--- src/rtl/game_controller.sv ---
// game_controller: top-level sequencer for the N-player column-drop game.
// Clears the board, hands each move to the validator, writes the accepted
// column, asks the logic unit for a win, and rotates or ends the game.
module game_controller #(
  parameter int COLS    = 7,
  parameter int ROWS    = 6,
  parameter int PLAYERS = 2,
  localparam int AW  = (COLS > 1) ? $clog2(COLS) : 1,
  localparam int PW  = (PLAYERS > 2) ? $clog2(PLAYERS) : 1,
  localparam int MCW = $clog2(COLS*ROWS+1)
) (
  input  logic               clk,
  input  logic               reset,
  input  logic               play,
  input  logic               move_valid,
  input  logic [AW-1:0]      move_col,
  input  logic               val_done,
  input  logic               val_ok,
  input  logic [ROWS-1:0]    val_onoff,
  input  logic [ROWS*PW-1:0] val_player,
  input  logic               chk_done,
  input  logic               chk_win,
  output logic               val_go,
  output logic               chk_go,
  output logic               mem_we,
  output logic [AW-1:0]      mem_addr,
  output logic [ROWS-1:0]    mem_onoff,
  output logic [ROWS*PW-1:0] mem_player,
  output logic [PW-1:0]      cur_player,
  output logic [MCW-1:0]     move_count,
  output logic               game_over,
  output logic               draw,
  output logic [PW-1:0]      winner,
  output logic               reject,
  output logic               busy
);

  localparam logic [MCW-1:0] MAX_MOVES   = MCW'(COLS*ROWS);
  localparam logic [AW-1:0]  LAST_COL    = AW'(COLS-1);
  localparam logic [PW-1:0]  LAST_PLAYER = PW'(PLAYERS-1);

  typedef enum logic [2:0] {
    S_CLEAR, S_IDLE, S_VALIDATE, S_WRITE, S_CHECK, S_OVER
  } state_t;

  state_t               state_q, state_d;
  logic [AW-1:0]        clr_cnt_q, clr_cnt_d;
  logic [AW-1:0]        col_q, col_d;
  logic [ROWS-1:0]      onoff_q, onoff_d;
  logic [ROWS*PW-1:0]   player_q, player_d;
  logic [PW-1:0]        cur_player_q, cur_player_d;
  logic [MCW-1:0]       move_count_q, move_count_d;
  logic                 game_over_q, game_over_d;
  logic                 draw_q, draw_d;
  logic [PW-1:0]        winner_q, winner_d;
  logic                 reject_q, reject_d;

  logic                 we_c, val_go_c, chk_go_c, busy_c;
  logic [AW-1:0]        addr_c;
  logic [ROWS-1:0]      onoff_c;
  logic [ROWS*PW-1:0]   player_c;

  // State and datapath registers; reset restarts the clear sequence.
  always_ff @(posedge clk) begin
    if (reset) begin
      state_q      <= S_CLEAR;
      clr_cnt_q    <= '0;
      col_q        <= '0;
      onoff_q      <= '0;
      player_q     <= '0;
      cur_player_q <= '0;
      move_count_q <= '0;
      game_over_q  <= 1'b0;
      draw_q       <= 1'b0;
      winner_q     <= '0;
      reject_q     <= 1'b0;
    end else begin
      state_q      <= state_d;
      clr_cnt_q    <= clr_cnt_d;
      col_q        <= col_d;
      onoff_q      <= onoff_d;
      player_q     <= player_d;
      cur_player_q <= cur_player_d;
      move_count_q <= move_count_d;
      game_over_q  <= game_over_d;
      draw_q       <= draw_d;
      winner_q     <= winner_d;
      reject_q     <= reject_d;
    end
  end

  // Next-state, datapath updates and Moore outputs per state.
  always_comb begin
    state_d      = state_q;
    clr_cnt_d    = clr_cnt_q;
    col_d        = col_q;
    onoff_d      = onoff_q;
    player_d     = player_q;
    cur_player_d = cur_player_q;
    move_count_d = move_count_q;
    game_over_d  = game_over_q;
    draw_d       = draw_q;
    winner_d     = winner_q;
    reject_d     = 1'b0;
    we_c         = 1'b0;
    addr_c       = '0;
    onoff_c      = '0;
    player_c     = '0;
    val_go_c     = 1'b0;
    chk_go_c     = 1'b0;
    busy_c       = 1'b1;

    case (state_q)
      S_CLEAR: begin
        we_c   = 1'b1;
        addr_c = clr_cnt_q;
        if (clr_cnt_q == LAST_COL) begin
          clr_cnt_d = '0;
          state_d   = S_IDLE;
        end else begin
          clr_cnt_d = clr_cnt_q + 1'b1;
        end
      end
      S_IDLE: begin
        busy_c = 1'b0;
        if (play && move_valid) begin
          col_d   = move_col;
          state_d = S_VALIDATE;
        end
      end
      S_VALIDATE: begin
        val_go_c = 1'b1;
        addr_c   = col_q;
        if (val_done) begin
          if (val_ok) begin
            onoff_d  = val_onoff;
            player_d = val_player;
            state_d  = S_WRITE;
          end else begin
            reject_d = 1'b1;
            state_d  = S_IDLE;
          end
        end
      end
      S_WRITE: begin
        we_c     = 1'b1;
        addr_c   = col_q;
        onoff_c  = onoff_q;
        player_c = player_q;
        if (move_count_q != MAX_MOVES) move_count_d = move_count_q + 1'b1;
        state_d  = S_CHECK;
      end
      S_CHECK: begin
        chk_go_c = 1'b1;
        addr_c   = col_q;
        if (chk_done) begin
          if (chk_win) begin
            game_over_d = 1'b1;
            winner_d    = cur_player_q;
            state_d     = S_OVER;
          end else if (move_count_q == MAX_MOVES) begin
            game_over_d = 1'b1;
            draw_d      = 1'b1;
            state_d     = S_OVER;
          end else begin
            cur_player_d = (cur_player_q == LAST_PLAYER) ? '0 : cur_player_q + 1'b1;
            state_d      = S_IDLE;
          end
        end
      end
      S_OVER: begin
        busy_c = 1'b0;
        if (play) begin
          state_d      = S_CLEAR;
          clr_cnt_d    = '0;
          cur_player_d = '0;
          move_count_d = '0;
          game_over_d  = 1'b0;
          draw_d       = 1'b0;
          winner_d     = '0;
        end
      end
      default: state_d = S_CLEAR;
    endcase
  end

  // Every output is held low for as long as reset is asserted.
  assign mem_we     = we_c & ~reset;
  assign mem_addr   = reset ? '0 : addr_c;
  assign mem_onoff  = reset ? '0 : onoff_c;
  assign mem_player = reset ? '0 : player_c;
  assign val_go     = val_go_c & ~reset;
  assign chk_go     = chk_go_c & ~reset;
  assign busy       = busy_c & ~reset;
  assign cur_player = reset ? '0 : cur_player_q;
  assign move_count = reset ? '0 : move_count_q;
  assign game_over  = game_over_q & ~reset;
  assign draw       = draw_q & ~reset;
  assign winner     = reset ? '0 : winner_q;
  assign reject     = reject_q & ~reset;

endmodule
--- config.mk ---
export PLATFORM = sky130hd
export DESIGN_NAME = game_controller
export DESIGN_NICKNAME = d
export VERILOG_FILES = /design/src/rtl/game_controller.sv
export SDC_FILE = /design/constraint.sdc
export NUM_CORES = 1
export LEC_CHECK = 0
export ABC_AREA = 0
export CAP_MARGIN = 30
export CELL_PAD_IN_SITES_DETAIL_PLACEMENT = 0
export CELL_PAD_IN_SITES_GLOBAL_PLACEMENT = 1
export CORE_MARGIN = 1
export CORE_UTILIZATION = 31
export CTS_BUF_LIST = sky130_fd_sc_hd__clkbuf_16
export CTS_CLUSTER_SIZE = 40
export DETAILED_ROUTE_END_ITERATION = 8
export PLACE_DENSITY_LB_ADDON = 0.1
export SLEW_MARGIN = 20
export SYNTH_ARGS = -nofsm -noshare
export SYNTH_HDL_FRONTEND = slang
export SYNTH_SLANG_ARGS = --single-unit
--- constraint.sdc ---
create_clock -name clk -period 1.2 [get_ports clk]
set_input_delay 0.12 -clock clk [delete_from_list [all_inputs] [get_ports clk]]
set_output_delay 0.12 -clock clk [all_outputs]
set_load 0.005 [all_outputs]
Word level (Yosys, flattened, before mapping)
Index checks and enable logic that the tools add are counted.

word-level totals
  word-level logic and storage cells = 105
  flip-flop bits (word level) = 32
  bits of input ports = 23
  output and inout port bits = 30

cells by class
  multiplexer cells = 44
  reductions and logical operators = 18
  add/sub/neg operators = 3
  bitwise operators = 10
  equal/unequal tests = 19

operators by type and width
  cell                                                  count
  2-to-1 mux 6 bit                                      7
  2-to-1 mux 3 bit                                      9
  != test 2 bit (second input constant)                 10
  2-to-1 mux 1 bit                                      19
  case mux 3 bit (6 select lines)                       1
  AND reduction 5 bit                                   3
  case mux 3 bit (2 select lines)                       2
  case mux 6 bit (2 select lines)                       1
  equality test 3 bit (second input constant)           3
  case mux 1 bit (2 select lines)                       4
  AND reduction 4 bit                                   2
  AND 1 bit                                             7
  adder 6 x 1 -> 6 bit (second input constant)          1
  equality test 3 x 2 -> 1 bit (second input constant)  2
  equality test 6 bit (second input constant)           1
  != test 6 bit (second input constant)                 1
  AND reduction 3 bit                                   2
  nonzero test 2 bit                                    3
  OR reduction 3 bit                                    2
  AND reduction 2 bit                                   2
  OR reduction 2 bit                                    2
  adder 3 x 1 -> 3 bit (second input constant)          1
  equality test 3 x 1 -> 1 bit (second input constant)  1
  logical NOT 3 bit                                     1
  other kinds (5)                                       7

Logic depth before layout (Yosys ltp)
Gate-level depths: netlist of the first run.

  depth in word-level cells = 6
  mapped depth = 6
  gate-level depth less buffers = 6

Least setup slack after synthesis of the first run
OpenSTA, ideal clock, no wires.

  path kind = flip-flop to flip-flop
  start point = register state_q[0]
  end point = register winner_q
  data arrival time = 1.173 ns
  period minus slack after synthesis = 1.297 ns
  library setup time = 0.124 ns
  path slack = -0.097 ns
  cell stages (with the launch flop) = 6
  path buffers = 1
  data required time = 1.076 ns
  cells stage by stage = dfxtp_1 > buf_6 > mux2_2 > nor2b_4 > a31oi_1 > o22ai_1

on the way
  cells in the longest elaborated chain, start to end = 3

RTL lines
  item                                                                  RTL line  source
  start, declared                                                       46        state_t state_q, state_d;
  start signal, assigned                                                78        state_q <= state_d;
  equality test 3 bit                                                   113       case (state_q)
  != test 2 bit (no source line) or nonzero test 2 bit (tied branches)  --
  AND reduction 4 bit (no source line)                                  --
  end signal, assigned                                                  87        winner_q <= winner_d;
  end, declared                                                         55        logic [PW-1:0] winner_q, winner_d;

Parallel ways exist; a longest one is shown, timed or not.
A chain may end at the register's enable or synchronous reset.

Worst setup path in the final report of the first run
  start point = register state_q[1]
  end point = output port mem_addr[0]

on the way
  cells in the longest elaborated chain, start to end = 4

RTL lines
  item                                                                 RTL line  source
  equality test 3 bit or equality test 3 x 2 -> 1 bit (tied branches)  113
  OR reduction 3 bit (no source line)                                  --
  case mux 3 bit (2 select lines) *                                    113
  2-to-1 mux 3 bit *                                                   189       assign mem_addr = reset ? '0 : addr_c;
  end, declared                                                        26        output logic [AW-1:0] mem_addr,

Mark *: on every way between the ends. The rest lies on a longest branch, timed or not.

==> results.yml, run 1 <==
final_layout:
  multi_input_area_sq_um: 1430
  seqCellArea_sq_um: 661
  antenna-diode-count: 0
  syn_to_final_growth_pct: 89.2
  nFillCells: 473
  layout-drive-gt1-share_pct: 57.3
  fin_util_pct: 62.2
  nets: 368
  mostFrequentLayoutCell: "buf_4"
  layout_common_cells: "56 x buf_4, 26 x buf_6, 22 x dfxtp_1"
pwr:
  p_clk_share_pct: 50.9
  power_density_nw_per_um2: 807
  pwr-share-comb_pct: 11.0
  power.internal_uw: 2220
  swShare_pct: 21.4
  peakVddDrop_v: 0.000461
  p_leak_uw: 0.00150
  switching_power_uw: 606
  pwr-share-seq_pct: 38.1
sta:
  tightest_slew_ns: 0.249
  hold_slack_ns: 0.281
  finalSetupViolCount: 50
  finalWorstSetupSlack_ns: -0.285
  finClkSkew_ns: 0.00286
  finalHoldViolCount: 0
  drv_slew: 0
  rsz0062_at_grt: "true"
  slew-limit-headroom_pct: 83.3
  max_freq_ghz: 0.673
  fin_crit_ns: 1.49
  fin_setup_tns_ns: -10.24
  min_period_over_period_pct: 124
placement:
  hpwl_mm: 3.84
  place_congestion: 0.796
  numPortBuffers: 52
  post-place-ws_ns: -0.545
routing:
  met2_length_mm: 2.97
  wl_met1_mm: 2.65
  ant_nets: 0
  wl_met3_um: 189
  totalWireLength_mm: 5.89
  drc: 0
  drt_iter0_markers: 81
  drtPass1Iterations: 4
  post_drt_wl_per_cell_um: 14.2
  vias: 2043
  vias_per_cell: 4.91
  dr.max_layer_used: "met4"
grt:
  grt_pass1_wl_mm: 9.53
  grt-ovfl-total: 0
  grt_use_total_pct: 19.5
  antenna_found_initial: 0
  grt_max_degree: 12
  grt_pass1_vias: 1951
floorplanning:
  dieHeight_um: 79.3
  pin_count: 53
  core.rowCount: 27
  start_util_pct: 32.9
  dieArea_sq_um: 6290
  die_w_um: 79.3
  core_sq_um: 5640
run_status:
  violations: "setup timing"
  status: "complete, but fails checks"
synth:
  ys_ff_latch: 32
  syn_nets: 247
  netlist_area_sq_um: 1850
  synthXorXnorAreaFrac_pct: 0.472
  synth_compound_area_share_pct: 19.2
  synth_cell_type_count: 56
  synth_warnings: 0
  ys_seq_area_share_pct: 34.5
  synth_flop_cell: "dfxtp_1"
  synth_edf_count: 0
  synth-async-reset-ratio_pct: 0
  muxShareOfSynthArea_pct: 2.83
  synth_top_family_by_area: "simple AND/OR/NAND/NOR gates"
  synth_cells: 222
  synthSimpleGateAreaFrac_pct: 34.1
  syn_area_per_cell_sq_um: 8.35
  synthAdderAreaFrac_pct: 1.35
clocking:
  root_buffer: "clkbuf_16"
  cts_made_buffers: 5
  clockBufferDepth: 2
  hold_buffers: 0
  cts_tree: "done"
  cts.sinks: 32
  htree_levels: 2
  worstSkewPairLatency_ns: 0.27
  clk_pin_slew_worst_paths_ns: 0.05
setup_path:
  crit_required_ns: 1.08
  crit_chain: "buf_6 > buf_6 > a22oi_2 > a2bb2oi_2 > nor2_1 > buf_2"
  critical_path_class: "reg2out"
  crit_family: "buffers and inverters"
  worst-path-max-fanout: 5
  cpMostUsedCell: "buf_6"
  critical_path_buf_inv_count: 3
  cp.arrival_ns: 1.37
  endpoint_kind: "output pin"
  start_kind: "register"
  critical-path-max-stage-delay_ns: 0.35
  slowest_stage: "dfxtp_4"
worst_hold_path:
  worst_hold_path_type: "in2reg"
flow_run:
  cap_violations: 0
==> cells by family (layout without fill, tap and decap cells) <==
family,after synthesis,count (layout)
simple gates,108,109
compound gates,53,53
flops,32,32
fa+ha+maj,2,2
xor+xnor,1,1
mux,5,5
buf+inv,21,142
==> worst register-to-register path: cells and delay by family, from the launching register on <==
family          cells  cell delay, ns
compound gates      2            0.32
fa+ha+maj           1            0.12
buf+inv             2            0.27
flops               1            0.32
simple gates        2            0.34
==> flip-flops by register name, indices dropped and copies added (netlist names) <==
register and cells:
clr_cnt_q 3, col_q 3, cur_player_q 1, draw_q 1, game_over_q 1, move_count_q 6
onoff_q 6, player_q 6, reject_q 1, state_q 3, winner_q 1
==> layout make-up <==
class                      count  area share (%)
multi-input combinational    170            40.9
timing repair buffer         128            32.3
sequential                    32            18.8
clock buffer                   5            3.57
tap                           72            2.57
clock inverter                 3            1.21
inverter                       6           0.642
==> routing by layer <==
layer  global-route usage (%)  up-vias
met4                     5.45        0
li1                         -     1027
met3                     3.22        9
met1                     24.1      964
met2                     34.4       43
met5                        0        -
==> metrics by stage <==
step           power (uW)  instance area [sq um]  instances
2_1_floorplan        1200                   1860        222
3_3_place_gp         1370                   2770        384
3_5_place_dp         1370                   2770        384
4_1_cts              2840                   3280        411
5_1_grt              2940                   3510        416
6_report             2830                   3510        416
==> power by group through the flow <==
stage | sequential, uW | clock (uW) | combinational (uW)
after floorplan | 1110 | 0 | 92.3
after global placement | 1100 | 0 | 268
after detailed placement | 1100 | 0 | 268
after CTS | 1080 | 1480 | 286
after global routing | 1080 | 1530 | 333
final | 1080 | 1440 | 312
==> cells in the mapped netlist, drive strengths merged, types with 2 or more instances <==
cell | instances | area share, %
a21oi | 17 | 4.6
a22oi | 3 | 1.2
a2bb2oi | 3 | 1.4
a311oi | 4 | 1.9
a31oi | 3 | 1.0
and2 | 13 | 4.4
buf | 12 | 5.5
clkbuf | 3 | 0.67
dfxtp | 32 | 35
ha | 2 | 1.3
inv | 6 | 1.2
mux2 | 2 | 1.2
mux2i | 3 | 1.6
nand2 | 32 | 6.5
nand2b | 3 | 1.1
nand3 | 4 | 1.1
nand3b | 3 | 1.9
nand4 | 2 | 0.67
nand4b | 2 | 1.8
nor2 | 22 | 4.7
nor2b | 11 | 4.3
nor3 | 3 | 0.81
o211ai | 6 | 2.4
o21a | 2 | 0.81
o21ai | 6 | 1.8
o22ai | 4 | 1.3
or2 | 2 | 0.67
or2b | 2 | 0.81
==> worst paths after layout <==
check / cells past startpoint / slack (ns) / end / start
worst max-delay path: 6 / -0.29 / mem_addr[0] / state_q[1]
worst min-delay path: 3 / 0.28 / draw_q / reset
worst max register to register: 7 / -0.26 / move_count_q[3] / move_count_q[0]
worst min register to register: 2 / 0.46 / player_q[5] / player_q[5]
==> repair_timing <==
action	4_1_cts	5_1_grt
pin swaps	62	34
hold endpoints to repair	0	0
setup buffers	17	9
cloned	4	0
gates resized for setup	182	47
setup endpoints to repair	62	52
Note: power is estimated with default switching activity, not from simulation.
==> run 2, diff against run 1 <==
Settings changed: CAP_MARGIN 30 to unset, PLACE_DENSITY set to 0.75, PLACE_DENSITY_LB_ADDON 0.1 to unset.
==> run 2 against run 1 <==
  * The run still ends with setup timing left
  * Critical path depth up 2
  * Register-to-register slack worse by 0.08 ns
  * Flip-flop and latch count unchanged
  * Critical path type unchanged
  * Largest cell class unchanged
==> results.yml, run 2 (synthesized netlist as in run 1, its figures left out) <==
grt:
  grt.met1_usage_pct: 26.1
  grtUsageMet2_pct: 35.0
  grt.busiest_layer: "met2"
  grt-ovfl-total: 0
  grt_use_total_pct: 20.5
  met3_usage_pct: 3.33
  antenna_found_initial: 0
  grt_pass1_vias: 2061
  grt_max_degree: 13
  grt_pass1_wl_mm: 9.87
pwr:
  pwr-share-seq_pct: 37.7
  pwr-share-comb_pct: 11.4
  swShare_pct: 22.2
  power.internal_uw: 2230
  power_density_nw_per_um2: 828
  power_uw: 2860
  p_clk_share_pct: 50.9
  p_leak_uw: 0.00152
  switching_power_uw: 635
  peakVddDrop_v: 0.000664
final_layout:
  mostFrequentLayoutCell: "buf_4"
  top_regs: "move_count_q x6, onoff_q x6, player_q x6"
  layout_common_cells: "54 x buf_4, 31 x buf_6, 29 x nand2_1"
  nets: 370
  final_cell_area_sq_um: 3460
  antenna-diode-count: 0
  fin_util_pct: 61.3
  syn_to_final_growth_pct: 86.4
  layout-drive-gt1-share_pct: 52.0
clocking:
  clockBufferDepth: 2
  cts.sinks: 32
  cts_made_buffers: 5
  cts_tree: "done"
  root_buffer: "clkbuf_16"
  hold_buffers: 0
  worstSkewPairLatency_ns: 0.28
  clk_pin_slew_worst_paths_ns: 0.05
  htree_levels: 2
run_status:
  violations: "setup timing"
  status: "complete, but fails checks"
floorplanning:
  dieArea_sq_um: 6290
  core.rowCount: 27
  core_sq_um: 5640
  pin_count: 53
  dieHeight_um: 79.3
  die_w_um: 79.3
  start_util_pct: 32.9
routing:
  drt_iter0_markers: 64
  drc: 0
  vias_per_cell: 5.04
  post_drt_wl_per_cell_um: 15.1
  totalWireLength_mm: 6.33
  drtPass1Iterations: 5
  ant_nets: 0
  vias: 2107
sta:
  finalSetupViolCount: 50
  finalHoldViolCount: 0
  drv_slew: 0
  min_period_over_period_pct: 130
  max_freq_ghz: 0.642
  slew-limit-headroom_pct: 77.0
  tightest_slew_ns: 0.343
  finalWorstSetupSlack_ns: -0.357
  fin_crit_ns: 1.56
  rsz0062_at_grt: "true"
  finClkSkew_ns: 0.00339
placement:
  numPortBuffers: 52
  place_congestion: 0.796
  placed_area_sq_um: 2760
  post-place-ws_ns: -0.573
  hpwl_mm: 3.74
setup_path:
  crit_required_ns: 1.08
  endpoint_kind: "output pin"
  critical_path_buf_inv_count: 5
  cpMostUsedCell: "buf_6"
  crit_family: "buffers and inverters"
  critical_path_class: "reg2out"
  start_kind: "register"
  worst-path-max-fanout: 4
  critical-path-max-stage-delay_ns: 0.35
  slowest_stage: "dfxtp_4"
  cp.arrival_ns: 1.44
  r2r_slack_ns: -0.34
  crit_chain: "buf_6 > nand3b_4 > nor2_4 > buf_6 > buf_6 > buf_6 > and2_4 > buf_6"
flow_run:
  cap_violations: 0
worst_hold_path:
  worst_hold_path_type: "in2reg"
-- run 2: cell type report --
class	count	area [sq um]
inverters	6	22.5
repair buffers	130	1140
fillers	493	2190
well taps	72	90.1
clock buffers	5	125
clock inverters	3	42.5
flip-flops and latches	32	659
multi-input cells	170	1380
-- run 2: per-layer routing --
layer	wire (um)	part of all wire [%]
met1	2820	45
met4	61	0.96
met3	225	3.6
met5	0	0
met2	3220	51
-- run 2: power groups by stage --
stage	logic (uW)	clock network [uW]	registers [uW]
after floorplan	92.3	0	1110
after global placement	261	0	1110
after global routing	346	1530	1080
after detailed placement	260	0	1110
after CTS	285	1470	1080
final	327	1460	1080
-- run 2: path summary, 6_finish.rpt --
check	start	end	cells after the start
worst max register to register	state_q[1]	clr_cnt_q[2]	6
worst min register to register	onoff_q[3]	onoff_q[3]	2
worst min-delay path	reset	draw_q	3
worst max-delay path	state_q[1]	mem_player[0]	8
-- run 2: worst reg2reg max path, stage by stage, from the launching register on --
cell and delay, ns:
dfxtp_4 0.35, buf_6 0.11, buf_6 0.12, buf_6 0.10, nand3b_1 0.25, or2b_1 0.27
a311oi_2 0.25
-- run 2: per-stage QoR --
stage          TNS, ns  hold slack, ns  std cells
2_1_floorplan   -0.257           0.196        222
3_3_place_gp    -22.86           0.437        383
3_5_place_dp    -23.30           0.442        383
4_1_cts         -11.23           0.241        420
5_1_grt         -15.32           0.250        418
6_report        -12.03           0.238        418
-- run 2: what timing repair did --
action	4_1_cts	5_1_grt
setup buffers	27	5
pin swaps	28	27
resized for setup	152	49
endpoints found under the setup margin	62	52
cloned	2	0
